**src/rtl/coo_pair_matcher_pkg.sv**
```systemverilog
// +--------------------------------------------------------------------+
// | sparse_pkg : shared operand types and constants for coo_pair_matcher |
// | Rev 1.0                                                            |
// +--------------------------------------------------------------------+
`default_nettype none

package sparse_pkg;

  localparam int DATA_SIZE = 16;
  localparam int IDX_W     = 8;

  typedef struct packed {
    logic [IDX_W-1:0]     row;
    logic [IDX_W-1:0]     col;
    logic [DATA_SIZE-1:0] val;
  } entry;

  typedef struct packed {
    logic [DATA_SIZE-1:0] a;
    logic [DATA_SIZE-1:0] b;
  } pair;

  typedef enum logic [1:0] {
    ST_LOAD  = 2'd0,
    ST_MATCH = 2'd1,
    ST_DONE  = 2'd2
  } state_e;

  // Index width that stays legal for a dimension of 1.
  function automatic int idx_width(input int n);
    return (n > 1) ? $clog2(n) : 1;
  endfunction

endpackage

`default_nettype wire

```
**src/rtl/coo_pair_matcher_if.sv**
```systemverilog
// +--------------------------------------------------------------------+
// | coo_pair_matcher_if : A/B entry streams and pair output stream      |
// | Rev 1.0                                                            |
// +--------------------------------------------------------------------+
`default_nettype none

interface coo_pair_matcher_if
  import sparse_pkg::*;
#(
  parameter int M = 4,
  parameter int K = 4
);
  localparam int MW = idx_width(M);
  localparam int KW = idx_width(K);

  logic          a_valid;
  logic          a_ready;
  entry          a_entry;
  logic          a_last;
  logic          b_valid;
  logic          b_ready;
  entry          b_entry;
  logic          b_last;
  logic          pair_valid;
  logic          pair_ready;
  pair           pair_out;
  logic [MW-1:0] pair_row;
  logic [KW-1:0] pair_col;
  logic          pair_first;
  logic          pair_last;
  logic          busy;
  logic          done;
  logic          err;

  modport master (
    output a_valid, a_entry, a_last, b_valid, b_entry, b_last, pair_ready,
    input  a_ready, b_ready, pair_valid, pair_out, pair_row, pair_col,
           pair_first, pair_last, busy, done, err
  );

  modport slave (
    input  a_valid, a_entry, a_last, b_valid, b_entry, b_last, pair_ready,
    output a_ready, b_ready, pair_valid, pair_out, pair_row, pair_col,
           pair_first, pair_last, busy, done, err
  );

endinterface

`default_nettype wire

```
**src/rtl/coo_pair_matcher_lsb_picker.sv**
```systemverilog
// +--------------------------------------------------------------------+
// | lsb_picker : lowest-set-bit one-hot/index plus exactly-one flag     |
// | Rev 1.0                                                            |
// +--------------------------------------------------------------------+
`default_nettype none

module lsb_picker #(
  parameter int W  = 4,
  parameter int IW = (W > 1) ? $clog2(W) : 1
) (
  input  logic [W-1:0]  vec,
  output logic [W-1:0]  onehot,
  output logic [IW-1:0] idx,
  output logic          any,
  output logic          single
);

  always_comb begin
    onehot = vec & (~vec + W'(1));
    any    = |vec;
    single = any && ((vec & (vec - W'(1))) == '0);
    idx    = '0;
    // Scan downward so the lowest set bit wins.
    for (int i = W - 1; i >= 0; i--) begin
      if (vec[i]) idx = IW'(i);
    end
  end

endmodule

`default_nettype wire

```
**src/rtl/coo_pair_matcher.sv**
```systemverilog
// +--------------------------------------------------------------------+
// | coo_pair_matcher : loads COO A/B lists, emits per-cell operand pairs |
// | Rev 1.0                                                            |
// +--------------------------------------------------------------------+
`default_nettype none

module coo_pair_matcher
  import sparse_pkg::*;
#(
  parameter int M = 4,
  parameter int N = 4,
  parameter int K = 4
) (
  input  logic                 clk,
  input  logic                 rst_n,
  coo_pair_matcher_if.slave    bus
);

  localparam int MW = idx_width(M);
  localparam int NW = idx_width(N);
  localparam int KW = idx_width(K);
  localparam logic [IDX_W-1:0] M_LIM = IDX_W'(M);
  localparam logic [IDX_W-1:0] N_LIM = IDX_W'(N);
  localparam logic [IDX_W-1:0] K_LIM = IDX_W'(K);

  state_e                               state_q, state_d;
  logic [M-1:0][N-1:0][DATA_SIZE-1:0]   a_val_q, a_val_d;
  logic [M-1:0][N-1:0]                  a_vld_q, a_vld_d;
  logic [N-1:0][K-1:0][DATA_SIZE-1:0]   b_val_q, b_val_d;
  logic [N-1:0][K-1:0]                  b_vld_q, b_vld_d;
  logic                                 a_term_q, a_term_d;
  logic                                 b_term_q, b_term_d;
  logic                                 err_q, err_d;
  logic [MW-1:0]                        i_q, i_d;
  logic [KW-1:0]                        k_q, k_d;
  logic [N-1:0]                         used_q, used_d;

  logic [N-1:0]  mask, rem, pick_oh;
  logic [NW-1:0] pick_idx;
  logic          pick_any, pick_single;
  logic          in_match, beat_last, last_cell;
  logic          a_hs, b_hs, a_ok, b_ok;

  // rem is derived rather than stored: banks are frozen in MATCH, so the
  // cell mask minus already-consumed bits is exactly the remaining work.
  always_comb begin
    for (int n = 0; n < N; n++) begin
      mask[n] = a_vld_q[i_q][n] & b_vld_q[n][k_q];
    end
    rem = mask & ~used_q;
  end

  lsb_picker #(.W(N), .IW(NW)) u_pick (
    .vec    (rem),
    .onehot (pick_oh),
    .idx    (pick_idx),
    .any    (pick_any),
    .single (pick_single)
  );

  assign in_match  = (state_q == ST_MATCH);
  assign beat_last = pick_single | ~pick_any;
  assign last_cell = (i_q == MW'(M - 1)) && (k_q == KW'(K - 1));
  assign a_hs      = bus.a_valid & bus.a_ready;
  assign b_hs      = bus.b_valid & bus.b_ready;
  assign a_ok      = (bus.a_entry.row < M_LIM) && (bus.a_entry.col < N_LIM);
  assign b_ok      = (bus.b_entry.row < N_LIM) && (bus.b_entry.col < K_LIM);

  always_comb begin
    bus.a_ready    = (state_q == ST_LOAD) & ~a_term_q;
    bus.b_ready    = (state_q == ST_LOAD) & ~b_term_q;
    bus.pair_valid = in_match;
    bus.pair_out   = '0;
    if (in_match && pick_any) begin
      bus.pair_out.a = a_val_q[i_q][pick_idx];
      bus.pair_out.b = b_val_q[pick_idx][k_q];
    end
    bus.pair_row   = in_match ? i_q : '0;
    bus.pair_col   = in_match ? k_q : '0;
    bus.pair_first = in_match & (used_q == '0);
    bus.pair_last  = in_match & beat_last;
    bus.busy       = in_match;
    bus.done       = (state_q == ST_DONE);
    bus.err        = err_q;
  end

  always_comb begin
    state_d  = state_q;
    a_val_d  = a_val_q;
    a_vld_d  = a_vld_q;
    b_val_d  = b_val_q;
    b_vld_d  = b_vld_q;
    a_term_d = a_term_q;
    b_term_d = b_term_q;
    err_d    = err_q;
    i_d      = i_q;
    k_d      = k_q;
    used_d   = used_q;
    unique case (state_q)
      ST_LOAD: begin
        if (a_hs) begin
          if (a_ok) begin
            a_val_d[bus.a_entry.row[MW-1:0]][bus.a_entry.col[NW-1:0]] = bus.a_entry.val;
            a_vld_d[bus.a_entry.row[MW-1:0]][bus.a_entry.col[NW-1:0]] = 1'b1;
          end else begin
            err_d = 1'b1;
          end
          if (bus.a_last) a_term_d = 1'b1;
        end
        if (b_hs) begin
          if (b_ok) begin
            b_val_d[bus.b_entry.row[NW-1:0]][bus.b_entry.col[KW-1:0]] = bus.b_entry.val;
            b_vld_d[bus.b_entry.row[NW-1:0]][bus.b_entry.col[KW-1:0]] = 1'b1;
          end else begin
            err_d = 1'b1;
          end
          if (bus.b_last) b_term_d = 1'b1;
        end
        if (a_term_d && b_term_d) begin
          state_d = ST_MATCH;
          i_d     = '0;
          k_d     = '0;
          used_d  = '0;
        end
      end
      ST_MATCH: begin
        if (bus.pair_ready) begin
          if (beat_last) begin
            used_d = '0;
            if (last_cell) begin
              state_d = ST_DONE;
            end else if (k_q == KW'(K - 1)) begin
              k_d = '0;
              i_d = i_q + MW'(1);
            end else begin
              k_d = k_q + KW'(1);
            end
          end else begin
            used_d = used_q | pick_oh;
          end
        end
      end
      ST_DONE: begin
        state_d  = ST_LOAD;
        a_vld_d  = '0;
        b_vld_d  = '0;
        a_term_d = 1'b0;
        b_term_d = 1'b0;
        err_d    = 1'b0;
      end
      default: state_d = ST_LOAD;
    endcase
  end

  always_ff @(posedge clk or negedge rst_n) begin
    if (!rst_n) begin
      state_q  <= ST_LOAD;
      a_val_q  <= '0;
      a_vld_q  <= '0;
      b_val_q  <= '0;
      b_vld_q  <= '0;
      a_term_q <= 1'b0;
      b_term_q <= 1'b0;
      err_q    <= 1'b0;
      i_q      <= '0;
      k_q      <= '0;
      used_q   <= '0;
    end else begin
      state_q  <= state_d;
      a_val_q  <= a_val_d;
      a_vld_q  <= a_vld_d;
      b_val_q  <= b_val_d;
      b_vld_q  <= b_vld_d;
      a_term_q <= a_term_d;
      b_term_q <= b_term_d;
      err_q    <= err_d;
      i_q      <= i_d;
      k_q      <= k_d;
      used_q   <= used_d;
    end
  end

endmodule

`default_nettype wire

```
**src/flat_wrapper.sv**
```systemverilog
// flat-port wrapper written by rule: the top's interface ports become plain ports
module coo_pair_matcher_flat import sparse_pkg::*;
#(
  parameter int M = 4,
  parameter int N = 4,
  parameter int K = 4
)
  (clk, rst_n, bus_a_valid, bus_a_entry, bus_a_last, bus_b_valid, bus_b_entry, bus_b_last, bus_pair_ready, bus_a_ready, bus_b_ready, bus_pair_valid, bus_pair_out, bus_pair_row, bus_pair_col, bus_pair_first, bus_pair_last, bus_busy, bus_done, bus_err);
  coo_pair_matcher_if #(.M(M), .K(K)) bus_i ();
  input  logic clk;
  input  logic rst_n;
  input wire logic [$bits(bus_i.a_valid)-1:0] bus_a_valid;
  input wire logic [$bits(bus_i.a_entry)-1:0] bus_a_entry;
  input wire logic [$bits(bus_i.a_last)-1:0] bus_a_last;
  input wire logic [$bits(bus_i.b_valid)-1:0] bus_b_valid;
  input wire logic [$bits(bus_i.b_entry)-1:0] bus_b_entry;
  input wire logic [$bits(bus_i.b_last)-1:0] bus_b_last;
  input wire logic [$bits(bus_i.pair_ready)-1:0] bus_pair_ready;
  output wire logic [$bits(bus_i.a_ready)-1:0] bus_a_ready;
  output wire logic [$bits(bus_i.b_ready)-1:0] bus_b_ready;
  output wire logic [$bits(bus_i.pair_valid)-1:0] bus_pair_valid;
  output wire logic [$bits(bus_i.pair_out)-1:0] bus_pair_out;
  output wire logic [$bits(bus_i.pair_row)-1:0] bus_pair_row;
  output wire logic [$bits(bus_i.pair_col)-1:0] bus_pair_col;
  output wire logic [$bits(bus_i.pair_first)-1:0] bus_pair_first;
  output wire logic [$bits(bus_i.pair_last)-1:0] bus_pair_last;
  output wire logic [$bits(bus_i.busy)-1:0] bus_busy;
  output wire logic [$bits(bus_i.done)-1:0] bus_done;
  output wire logic [$bits(bus_i.err)-1:0] bus_err;
  assign bus_i.a_valid = bus_a_valid;
  assign bus_i.a_entry = bus_a_entry;
  assign bus_i.a_last = bus_a_last;
  assign bus_i.b_valid = bus_b_valid;
  assign bus_i.b_entry = bus_b_entry;
  assign bus_i.b_last = bus_b_last;
  assign bus_i.pair_ready = bus_pair_ready;
  assign bus_a_ready = bus_i.a_ready;
  assign bus_b_ready = bus_i.b_ready;
  assign bus_pair_valid = bus_i.pair_valid;
  assign bus_pair_out = bus_i.pair_out;
  assign bus_pair_row = bus_i.pair_row;
  assign bus_pair_col = bus_i.pair_col;
  assign bus_pair_first = bus_i.pair_first;
  assign bus_pair_last = bus_i.pair_last;
  assign bus_busy = bus_i.busy;
  assign bus_done = bus_i.done;
  assign bus_err = bus_i.err;
  coo_pair_matcher #(.M(M), .N(N), .K(K)) u_core (.clk(clk), .rst_n(rst_n), .bus(bus_i));
endmodule
```
**config.mk**
```make
export PLATFORM = sky130hd
export DESIGN_NAME = coo_pair_matcher_flat
export DESIGN_NICKNAME = d
export VERILOG_FILES = /design/src/rtl/coo_pair_matcher_pkg.sv /design/src/rtl/coo_pair_matcher_if.sv /design/src/rtl/coo_pair_matcher_lsb_picker.sv /design/src/rtl/coo_pair_matcher.sv /design/src/flat_wrapper.sv
export SDC_FILE = /design/constraint.sdc
export NUM_CORES = 1
export LEC_CHECK = 0
export CAP_MARGIN = 20
export CORE_UTILIZATION = 43
export DETAILED_ROUTE_END_ITERATION = 6
export GPL_ROUTABILITY_DRIVEN = 0
export GPL_TIMING_DRIVEN = 0
export MAX_ROUTING_LAYER = met4
export SYNTH_ARGS = -nofsm -noshare
export SYNTH_HDL_FRONTEND = slang
export SYNTH_HIERARCHICAL = 1
export SYNTH_SLANG_ARGS = --single-unit
```
**constraint.sdc**
```tcl
create_clock -name clk -period 4.8 [get_ports clk]
set_input_delay 0.72 -clock clk [delete_from_list [all_inputs] [get_ports clk]]
set_output_delay 0.72 -clock clk [all_outputs]
set_load 0.005 [all_outputs]
```
* Word-level counts from Yosys, hierarchy flattened *
Cells that the tools add are included.

word-level totals
  word-level logic and storage cells = 208
  input port bits = 71
  bits in registers = 557
  output and inout bits = 44

cells by class
  equal/unequal tests = 14
  mux-type cells = 82
  $lt $le $gt $ge = 15
  $add $sub $neg = 4
  bitwise logic cells = 22
  reductions and logical operators = 24

operator list
  kind                count
  $bwmux 256          2
  $bmux 64 s2         2
  $demux 64 s2        2
  $mux 64             4
  $mux 16             8
  $bmux 16 s2         2
  $demux 16 s2        2
  $pmux 16 s2         2
  $mux 2              19
  $lt 8x3->1 const B  4
  $mux 32             1
  $or 16x16->16       2
  $mux 4              6
  $lt 2x3->1 const B  7
  $demux 4 s2         2
  $mux 1              16
  $reduce_and 3->1    5
  $and 4x4->4         3
  $ne 2x2->1 const B  6
  $pmux 2 s2          3
  $and 1x1->1         10
  $logic_and 1x1->1   10
  $bmux 1 s2          4
  $bmux 4 s2          1
  other kinds (21)    38

* Logic depth before layout (Yosys ltp) *
Gate-level depths: netlist (run 1).

  word-level depth = 13
  depth in mapped cells = 14
  gate-level depth less buffers = 9

* Modules after synthesis *
The synthesis (run 1) kept the hierarchy.

by module, submodules not included
  module            area an instance (um^2)  instances  sequential area each (um^2)  cells an instance
  coo_pair_matcher  25,468.2                 1          13,938.4                     1,660
  lsb_picker        83.8                     1          0.0                          14

* Worst setup path after synthesis (run 1) *
Ideal clock, no wire load.

  path type = register to output
  start = reg u_core.i_q[0]
  end = out bus_pair_out[29]
  arrival time = 3.741 ns
  required time = 4.080 ns
  setup slack = 0.339 ns
  stages on the path, launching flop included = 15
  path buffers = 6
  path through = dfrtp_1 > clkbuf_1 > clkbuf_1 > mux4_2 > nand2_1 > nor2_1 > nand2b_1 > a21oi_1 > clkbuf_1 > buf_1 > and4_1 > clkbuf_1 > clkbuf_1 > a22oi_1 > o221ai_1

on the way
  elaborated cells on any way between the ends = 18
  those cells by class = mux (11); bitwise (5); reduce/logical (2)

RTL lines
  element                        RTL line                           text
  start, declared                coo_pair_matcher.sv:34             logic [MW-1:0] i_q, i_d;
  start signal, assigned         coo_pair_matcher.sv:177            i_q <= i_d;
  $bmux 4 s2                     coo_pair_matcher.sv:48             mask[n] = a_vld_q[i_q][n] & b_vld_q[n][k_q];
  $mux 4 (not written as such)   coo_pair_matcher.sv:48
  $and 1x1->1                    coo_pair_matcher.sv:48
  $and 4x4->4                    coo_pair_matcher.sv:50             rem = mask & ~used_q;
  named net u_core.rem[2]        coo_pair_matcher.sv:38             logic [N-1:0] mask, rem, pick_oh;
  $mux 2 (3 in series)           coo_pair_matcher_lsb_picker.sv:25  if (vec[i]) idx = IW'(i);
  named net u_core.pick_idx[0]   coo_pair_matcher.sv:39             logic [NW-1:0] pick_idx;
  $bmux 16 s2                    coo_pair_matcher.sv:75             bus.pair_out.a = a_val_q[i_q][pick_idx];
  $mux 16 (not written as such)  coo_pair_matcher.sv:75
  $mux 32                        coo_pair_matcher.sv:74             if (in_match && pick_any) begin
  end, declared                  flat_wrapper.sv:22                 output wire logic [$bits(bus_i.pair_out)-1:0] bus_pair_out;

The timed path passes the listed nets, and every way through them passes these cells. The select of a mux whose other input is x is not followed.

* Final worst setup path (run 1) *
  start = reg u_core.i_q[0]
  end = out bus_pair_out[7]

on the way
  elaborated cells on any way between the ends = 18
  those cells by class = mux (11); bitwise (5); reduce/logical (2)

RTL lines
  element                        RTL line                           text
  $bmux 4 s2                     coo_pair_matcher.sv:48
  $mux 4 (not written as such)   coo_pair_matcher.sv:48
  $and 1x1->1                    coo_pair_matcher.sv:48
  $and 4x4->4                    coo_pair_matcher.sv:50
  named net u_core.rem[2]        coo_pair_matcher.sv:38
  $mux 2 (3 in series)           coo_pair_matcher_lsb_picker.sv:25
  named net u_core.pick_idx[0]   coo_pair_matcher.sv:39
  $bmux 64 s2                    coo_pair_matcher.sv:76             bus.pair_out.b = b_val_q[pick_idx][k_q];
  $mux 64 (not written as such)  coo_pair_matcher.sv:76
  $bmux 16 s2                    coo_pair_matcher.sv:76
  $mux 16 (not written as such)  coo_pair_matcher.sv:76
  $mux 32                        coo_pair_matcher.sv:74

The timed path passes the listed nets, and every way through them passes these cells. The select of a mux whose other input is x is not followed.

==> results of run 1 <==
## final cells by class
type                    count  share of cell area [%]
clock inverters             8                  0.5487
multi-input cells         894                   35.37
diodes                      1                0.008190
inverters                  86                   1.056
clock buffers             100                   6.097
well taps                 765                   3.133
repair buffers            142                   5.086
plain buffers             131                   3.075
flip-flops and latches    557                   45.62
## registers in the layout (all words and copies together), names as in the netlist
register	count
u_core/bus.err	1
u_core/b_vld_q	16
u_core/b_term_q	1
u_core/state_q	2
u_core/a_term_q	1
u_core/a_val_q	256
u_core/i_q	2
u_core/a_vld_q	16
u_core/used_q	4
u_core/b_val_q	256
u_core/k_q	2
## cells in the final DEF, fill, tap and decap left out, types with 18 or more instances in the layout
cell	count
buf_2	28
dfrtp_1	555
a22oi_1	18
mux2_2	485
clkbuf_16	64
clkbuf_1	62
buf_4	21
mux2_4	18
mux4_2	136
clkdlybuf4s50_1	98
o221ai_1	18
clkbuf_8	25
inv_1	85
a21oi_1	26
## synthesized netlist by cell type (all sizes together) (7+ instances only)
master,instances
inv,86
dlygate4sd1,9
or3,10
a22oi,30
nand2,13
nor3,19
or4,15
nand4,7
dfrtp,557
o221ai,31
mux4,136
mux2,513
buf,57
o21a,11
a21oi,27
nand2b,9
clkbuf,71
nor2,20
## cells by family (layout without fill, tap and decap cells)
logic type / count (synthesis) / after routing / share of synthesized area (%)
mux: 652 / 652 / 34.98
flops: 557 / 557 / 54.55
buf+inv: 223 / 467 / 4.006
simple gates: 124 / 124 / 3.105
compound gates: 115 / 115 / 3.232
fa+ha+maj: 2 / 2 / 0.09792
xor+xnor: 1 / 1 / 0.03428
other cells: 0 / 1 / 0
## layer usage
metal | vias to the layer above | part of all wire, % | GRT usage, %
li1 | 6626 | - | -
met1 | 8192 | 44 | 30.27
met2 | 256 | 50 | 38.31
met3 | 93 | 3.6 | 3.143
met4 | 0 | 1.8 | 6.028
met5 | - | 0 | -
## per-stage QoR
| stage | instance area (µm²) | instances |
|---|---|---|
| after floorplan | 25550 | 1674 |
| after global placement | 27640 | 2552 |
| after detailed placement | 27910 | 2565 |
| after CTS | 30270 | 2676 |
| after global routing | 30560 | 2684 |
| final | 30560 | 2684 |
## power groups by stage
stage                     logic [W]  clock network (W)  registers [W]
after floorplan             0.00176                  0        0.00490
after global placement      0.00309                  0        0.00493
after detailed placement    0.00326                  0        0.00492
after CTS                   0.00362            0.00487        0.00483
after global routing        0.00410            0.00506        0.00485
final                       0.00388            0.00475        0.00484
## final timing paths
check,from,to,slack (ps)
setup reg to reg,u_core/b_term_q,u_core/b_val_q[185],1270
setup / recovery,u_core/i_q[0],bus_pair_out[7],110
max in group asynchronous,rst_n,u_core/k_q[0],3110
hold reg to reg,u_core/b_vld_q[14],u_core/b_vld_q[14],490
hold / removal,rst_n,u_core/b_val_q[41],70
min in group clk,u_core/b_vld_q[14],u_core/b_vld_q[14],490
## timing repair
action | CTS | global route
buffers inserted | 9 | 4
pin swaps | 3 | 3
resized for setup | 111 | 53
cloned | 0 | 2
endpoints found under the setup margin | 33 | 32
==> results.tsv, run 1 <==
metric	value	unit
run_status	complete, no violations	
holdWs	69.29	ps
yosys.area.top_type	dfrtp_1	
antenna_found_initial	3	
synthCells	1674	
dieHeight	245.8	µm
fin_util	52.46	%
synth_area_leaders	dfrtp_1 55%, mux2_2 21%, mux4_2 12%	
final_max_slew_viol_count	0	
layout.nets	1945	
cellLeakagePower	14.55	nW
yosysSeqAreaShare	54.55	%
tritoncts	yes	
clock-sinks	557	
p_clk_share	35.3	%
pwr-share-seq	35.9	%
switching_share	31.34	%
power_frac_comb	28.8	%
multi_input_area	0.01081	mm²
grt_max_degree	125	
worstMarginPinSlew	1082	ps
cpPeakStageDelay	520	ps
die_x	245.8	µm
yosysWarnings	6	
peakVddDrop	0.0003857	V
powerDensity	441.1	mW/mm²
hold_buffers	0	
ys_async_sr_fraction	100.0	%
syn_area	0.02555	mm²
path_common_cell	mux4_2	
area_growth	19.58	%
hpwl	44140	µm
cp.depth	12	
drt-pass1-iter-count	5	
numCtsBuffers	60	
route.detailed.drc	0	
wl_per_cell	24.78	µm
fin_setup_tns	0	ps
layout_setup_ws	111.4	ps
r2r_cells	6	
port_buffers	113	
io_pins	115	
synth_cell_types	54	
path_clk_slew	60	ps
syn-num-nets	1747	
required	4080	ps
insertion_delay	620	ps
power.internal	0.009254	W
nFillCells	4872	
grt_overflow	0	
fin_crit	4689	ps
via_per_inst	5.651	
rsz0062_at_grt	yes	
drt_wl_total	66500	µm
worstPathMaxFanout	10	
final_antenna_net_count	0	
worstSetupPathType	register to primary output	
drt_iter0_markers	780	
relSlewSlack	27.48	%
ff_latch_area	0.01394	mm²
cp_top_family	multiplexers	
max_freq	213.3	MHz
arrival	3970	ps
clockBufferDepth	3	
switchingPower	0.004224	W
htree_levels	2	
die_area	0.06040	mm²
crit_path_end_kind	primary output	
power	0.01348	W
start_kind	register	
avgSynthCellArea	15.26	µm²
track_usage	23.24	%
synth_edf_count	0	
finClkSkew	12.24	ps
yosysTopAreaCellShare	54.55	%
rows	88	
path_buf_inv	4	
drive_gt1_share	46.61	%
slowest_stage	mux4_2	
ys_ff_latch	557	
final-hold-violation-count	0	
fin_crit_sh	97.68	%
vias	15167	
grt_pass1_wl	102100	µm
cap_violations	0	
crit_path_cell_trace	clkbuf_16 -> mux4_2 -> nand2_2 -> nor2_2 -> nand2b_1 -> a21oi_4 -> buf_8 -> buf_12 -> mux4_2 -> a22oi_1 -> o221ai_1 -> clkdlybuf4s50_1	
setup-violations-final	0	
initial_core_util	43.87	%
grt_pass1_vias	16295	
preCtsSetupSlack	-2154	ps
core	0.05825	mm²
synth-main-ff-cell	dfrtp_1	
clockRootBuffer	clkbuf_16	
hp-class	input pin to async pin	
Power figures use the tool's default switching activity.
==> run 2: changes to the inputs <==
--- a/config.mk
+++ b/config.mk
@@ -6,11 +6,13 @@
 export NUM_CORES = 1
 export LEC_CHECK = 0
 export CAP_MARGIN = 20
-export CORE_UTILIZATION = 43
+export CORE_UTILIZATION = 61
+export CTS_CLUSTER_SIZE = 20
 export DETAILED_ROUTE_END_ITERATION = 6
 export GPL_ROUTABILITY_DRIVEN = 0
 export GPL_TIMING_DRIVEN = 0
 export MAX_ROUTING_LAYER = met4
+export PLACE_DENSITY = 0.8
 export SYNTH_ARGS = -nofsm -noshare
 export SYNTH_HDL_FRONTEND = slang
 export SYNTH_HIERARCHICAL = 1
==> results.tsv, run 2 (synthesized netlist as in run 1, its figures left out) <==
metric	value	unit	change
run_status	finished, violations left		
violations	DRC		
rsz0062_at_grt	yes		
dp.cells	2328		-9.2%
power	0.01244	W	-7.7%
die_area	0.04271	mm²	-29%
cp.depth	13		+1
worstSetupPathType	register to primary output		
path_buf_inv	6		+2
r2r_cells	6		unchanged
layout.nets	1931		-0.72%
holdWs	24.44	ps	-44.86 ps
wl_per_cell	25.89	µm	+4.5%
path_clk_slew	60	ps	about the same
finalNonFillerCells	2430		-9.5%
vias	15410		+1.6%
numCtsBuffers	55		-8.3%
drt_iter0_markers	1074		+38%
drive_gt1_share	45.02	%	-1.6 points
clockRootBuffer	clkbuf_16		
cpPeakStageDelay	520	ps	about the same
die_x	206.7	µm	-16%
layout_common_cells	555 x dfrtp_1, 485 x mux2_2, 136 x mux4_2		
start_kind	register		
clock-sinks	557		unchanged
io_pins	115		unchanged
final_max_slew_viol_count	0		unchanged
clockBufferDepth	3		unchanged
setup-violations-final	0		unchanged
dieHeight	206.7	µm	-16%
route.detailed.drc	5		+5
final_antenna_net_count	0		unchanged
htree_levels	2		unchanged
reg_top3	u_core/a_val_q (256), u_core/b_val_q (256)		
fin_crit	4778	ps	+89.84 ps
hpwl	41110	µm	-6.9%
peakVddDrop	0.0003760	V	-2.5%
layout_commonest_cell	dfrtp_1		
max_freq	209.3	MHz	-1.9%
crit_path_cell_trace	clkbuf_16 -> buf_8 -> mux4_2 -> nand2_1 -> nor2_2 -> inv_1 -> a21oi_2 -> clkbuf_8 -> clkbuf_8 -> mux4_2 -> a22oi_1 -> o221ai_1 -> clkdlybuf4s50_1		
cp_top_family	buffers and inverters		
via_per_inst	6.342		+12%
powerDensity	419.1	mW/mm²	-5.0%
worstMarginPinSlew	1099	ps	+17.08 ps
area_growth	16.12	%	
relSlewSlack	26.34	%	-1.1 points
grt_pass1_vias	16852		+3.4%
grt_max_degree	130		+4.0%
required	4080	ps	about the same
finClkSkew	17.44	ps	+5.198 ps
drt_wl_total	62910	µm	-5.4%
cap_violations	0		unchanged
port_buffers	113		unchanged
fin_util	72.18	%	+20 points
track_usage	31.80	%	+8.6 points
drt-pass1-iter-count	7		+2
insertion_delay	600	ps	-20 ps
tritoncts	yes		
grt_pass1_wl	97520	µm	-4.5%
grt_overflow	0		unchanged
final-hold-violation-count	0		unchanged
rows	74		-16%
cellLeakagePower	14.19	nW	-2.5%
nFillCells	2633		-46%
slowest_stage	mux4_2		
fin_setup_tns	0	ps	unchanged
arrival	4060	ps	+90 ps
hold_buffers	0		unchanged
core	0.04111	mm²	-29%
hp-class	input pin to async pin		
crit_path_end_kind	primary output		
antenna_found_initial	1		-2
worstPathMaxFanout	10		unchanged
fin_crit_sh	99.55	%	+1.9 points
initial_core_util	62.16	%	+18 points
run 2: power by group:
part	leakage (nW)	total, W	internal [W]	switching (W)
Clock	0.858	0.00415	0.00239	0.00176
Combinational	5.68	0.00344	0.00137	0.00207
Sequential	7.65	0.00485	0.00477	0.0000713
run 2: final cells by class:
cell class | instances | area (µm²) | share of cell area, %
sequential | 557 | 13940 | 46.98
multi-input combinational | 894 | 10690 | 36.01
clock buffer | 89 | 1697 | 5.718
timing repair buffer | 133 | 1424 | 4.799
buffer | 131 | 899.6 | 3.032
tap | 532 | 665.6 | 2.243
inverter | 86 | 322.8 | 1.088
clock inverter | 7 | 35.03 | 0.1181
antenna | 1 | 2.502 | 0.008433
run 2: final timing paths:
| check | startpoint | endpoint | slack (ps) |
|---|---|---|---|
| min in group clk | u_core/b_vld_q[14] | u_core/b_vld_q[14] | 490 |
| min | rst_n | u_core/b_val_q[122] | 20 |
| max reg2reg | u_core/state_q[0] | u_core/a_val_q[55] | 1270 |
| max | u_core/i_q[1] | bus_pair_out[11] | 20 |
| max in group asynchronous | rst_n | u_core/a_val_q[35] | 2970 |
| min reg2reg | u_core/b_vld_q[14] | u_core/b_vld_q[14] | 490 |
run 2: routing by layer:
layer,wire length (µm),global-route usage [%],up-vias
met5,0,-,-
met4,2127,11.90,0
met3,3236,5.243,113
met2,31980,51.80,419
met1,25570,40.40,8291
li1,-,-,6587
run 2: stage by stage:
step | area [µm²] | setup WS, ps
6_report | 29670 | 21.56
5_1_grt | 29670 | -84.89
4_1_cts | 29630 | 1.028
3_5_place_dp | 27550 | -2182
3_3_place_gp | 27350 | -20510
2_1_floorplan | 25550 | 338.8
run 2: repair_timing:
| item | 4_1_cts | 5_1_grt |
|---|---|---|
| setup buffers | 10 | 0 |
| endpoints found under the hold margin | 0 | 0 |
| resized for setup | 105 | 9 |
| pin swaps | 1 | 1 |
| setup endpoints to repair | 33 | 28 |
run 2: worst reg2reg max path: stages, from the launching register on:
cell and delay, ps:
dfrtp_1 380, buf_2 180, or4b_4 550, nor4_1 630
nand4_1 700, clkbuf_1 570, mux2_2 420
==> run 3: changes to the inputs <==
--- a/config.mk
+++ b/config.mk
@@ -10,7 +10,6 @@
 export CTS_CLUSTER_SIZE = 20
 export DETAILED_ROUTE_END_ITERATION = 6
 export GPL_ROUTABILITY_DRIVEN = 0
-export GPL_TIMING_DRIVEN = 0
 export MAX_ROUTING_LAYER = met4
 export PLACE_DENSITY = 0.8
 export SYNTH_ARGS = -nofsm -noshare
==> results.tsv, run 3 (synthesized netlist as in run 1, its figures left out) <==
metric	value	unit	change
run_status	finished, violations left		
violations	DRC		
arrival	3980	ps	-80 ps
area_growth	14.99	%	
slowest_stage	mux4_2		
setup-violations-final	0		unchanged
fin_util	71.47	%	-0.71 points
grt_pass1_vias	16187		-3.9%
htree_levels	2		unchanged
start_kind	register		
clockBufferDepth	3		unchanged
io_pins	115		unchanged
timing.rr.end	u_core/b_val_q[64]		
core	0.04111	mm²	unchanged
rsz0062_at_grt	yes		
r2r_setup_slack	1460	ps	+190 ps
die_x	206.7	µm	unchanged
final_max_slew_viol_count	0		unchanged
rows	74		unchanged
worstPathMaxFanout	21		+11
grt_max_degree	126		-3.1%
numCtsBuffers	56		+1.8%
worstReg2RegStart	u_core/state_q[1]		
drt-pass1-iter-count	7		unchanged
cpPeakStageDelay	540	ps	+20 ps
final-hold-violation-count	0		unchanged
dieHeight	206.7	µm	unchanged
fin_crit	4699	ps	-79.93 ps
power.internal	0.008547	W	about the same
path_common_cell	mux4_2		
via_per_inst	6.346		about the same
final_antenna_net_count	0		unchanged
pwr-share-seq	40.2	%	+1.2 points
die_area	0.04271	mm²	unchanged
place_area	0.02732	mm²	-0.83%
worstMarginPinSlew	1115	ps	+15.65 ps
track_usage	30.30	%	-1.5 points
max_freq	212.8	MHz	+1.7%
cellLeakagePower	14.14	nW	-0.30%
hp-class	input pin to async pin		
dp.cells	2241		-3.7%
tritoncts	yes		
route.detailed.drc	6		+1
wl_per_cell	25.27	µm	-2.4%
power_frac_comb	24.6	%	-3.1 points
layout.nets	1854		-4.0%
hpwl	36110	µm	-12%
crit_path_cell_trace	mux4_2 -> nand2_1 -> nor2_1 -> nand2b_1 -> a21oi_4 -> buf_12 -> buf_16 -> mux4_2 -> a22oi_2 -> o221ai_1 -> clkdlybuf4s50_1		
layout_commonest_cell	dfrtp_1		
clockRootBuffer	clkbuf_16		
r2r_cells	5		-1
path_clk_slew	60	ps	about the same
switching_share	30.04	%	-1.3 points
design_area	0.02938	mm²	-0.98%
finClkSkew	10.27	ps	-7.163 ps
relSlewSlack	25.69	%	-0.64 points
fin_crit_sh	97.89	%	-1.7 points
switchingPower	0.003669	W	-5.8%
vias	14951		-3.0%
drt_iter0_markers	885		-18%
peakVddDrop	0.0003369	V	-10%
layout_setup_ws	101.5	ps	+79.93 ps
antenna_found_initial	2		+1
clock-sinks	557		unchanged
required	4080	ps	about the same
drive_gt1_share	45.77	%	+0.76 points
worstSetupPathType	register to primary output		
powerDensity	415.8	mW/mm²	-0.79%
finalNonFillerCells	2356		-3.0%
reg_top3	u_core/a_val_q (256), u_core/b_val_q (256)		
power	0.01222	W	-1.8%
p_clk_share	35.2	%	+1.8 points
port_buffers	114		+0.88%
initial_core_util	62.16	%	unchanged
layout_common_cells	553 x dfrtp_1, 485 x mux2_2, 136 x mux4_2		
insertion_delay	600	ps	about the same
preCtsSetupSlack	249.7	ps	+2432 ps
grt_pass1_wl	94070	µm	-3.5%
drt_wl_total	59550	µm	-5.4%
grt_overflow	0		unchanged
hold_buffers	0		unchanged
cap_violations	0		unchanged
crit_path_end_kind	primary output		
-- run 3: changes by cell type in the layout (fill, tap and decap cells not counted), sizes merged --
cell           delta
dlymetal6s2s      +3
clkdlybuf4s50     -2
bufbuf            +1
clkdlybuf4s15     -1
clkinvlp          +3
diode             +1
bufinv            +2
dlygate4sd1       -9
clkbuf           -66
buf               -6
-- run 3: power groups by stage --
stage | registers (W) | clock network [W] | logic [W]
after detailed placement | 0.00501 | 0 | 0.00271
after CTS | 0.00490 | 0.00439 | 0.00293
after floorplan | 0.00490 | 0 | 0.00176
after global routing | 0.00492 | 0.00457 | 0.00320
after global placement | 0.00500 | 0 | 0.00266
final | 0.00491 | 0.00430 | 0.00301
-- run 3: through the flow --
stage	hold slack [ps]	setup TNS (ps)
2_1_floorplan	424.4	0
3_3_place_gp	467.9	0
3_5_place_dp	478.2	0
4_1_cts	252.2	0
5_1_grt	278.2	-358.1
6_report	202.7	0
-- run 3: area by class of cell --
| type | instances | area, µm² |
|---|---|---|
| Clock buffer | 87 | 1699 |
| Sequential cell | 557 | 13950 |
| Inverter | 86 | 322.8 |
| Tap cell | 532 | 665.6 |
| Antenna cell | 2 | 5.005 |
| Clock inverter | 12 | 121.4 |
| Timing Repair Buffer | 186 | 1913 |
| Fill cell | 2621 | 11730 |
| Multi-Input combinational cell | 894 | 10710 |
-- run 3: worst max-delay path by stage --
| stage | start | end | cells after the start |
|---|---|---|---|
| floorplan | u_core/i_q[0] | bus_pair_out[29] | 14 |
| global placement | u_core/i_q[0] | bus_pair_out[8] | 11 |
| detailed placement | u_core/i_q[0] | bus_pair_out[1] | 11 |
| CTS | u_core/k_q[0] | bus_pair_out[12] | 10 |
| global route | u_core/k_q[0] | bus_pair_out[0] | 11 |
| finish | u_core/k_q[0] | bus_pair_out[4] | 11 |
-- run 3: layer usage --
metal / global-route usage (%) / wire [µm]
met5: - / 0
met4: 10.64 / 1878
met3: 4.757 / 3161
met2: 49.51 / 30320
met1: 38.82 / 24190
-- run 3: repair_timing --
action / 4_1_cts / 5_1_grt
pin swaps: 0 / 2
gates cloned: 1 / 0
setup buffers: 8 / 4
setup endpoints to repair: 31 / 31
gates resized for setup: 13 / 10
-- run 3: critical path, delay by kind of cell (launching register included) --
family	cells	cell delay (ps)
flops	1	440
mux	2	1060
buf+inv	3	860
compound gates	3	590
simple gates	3	390
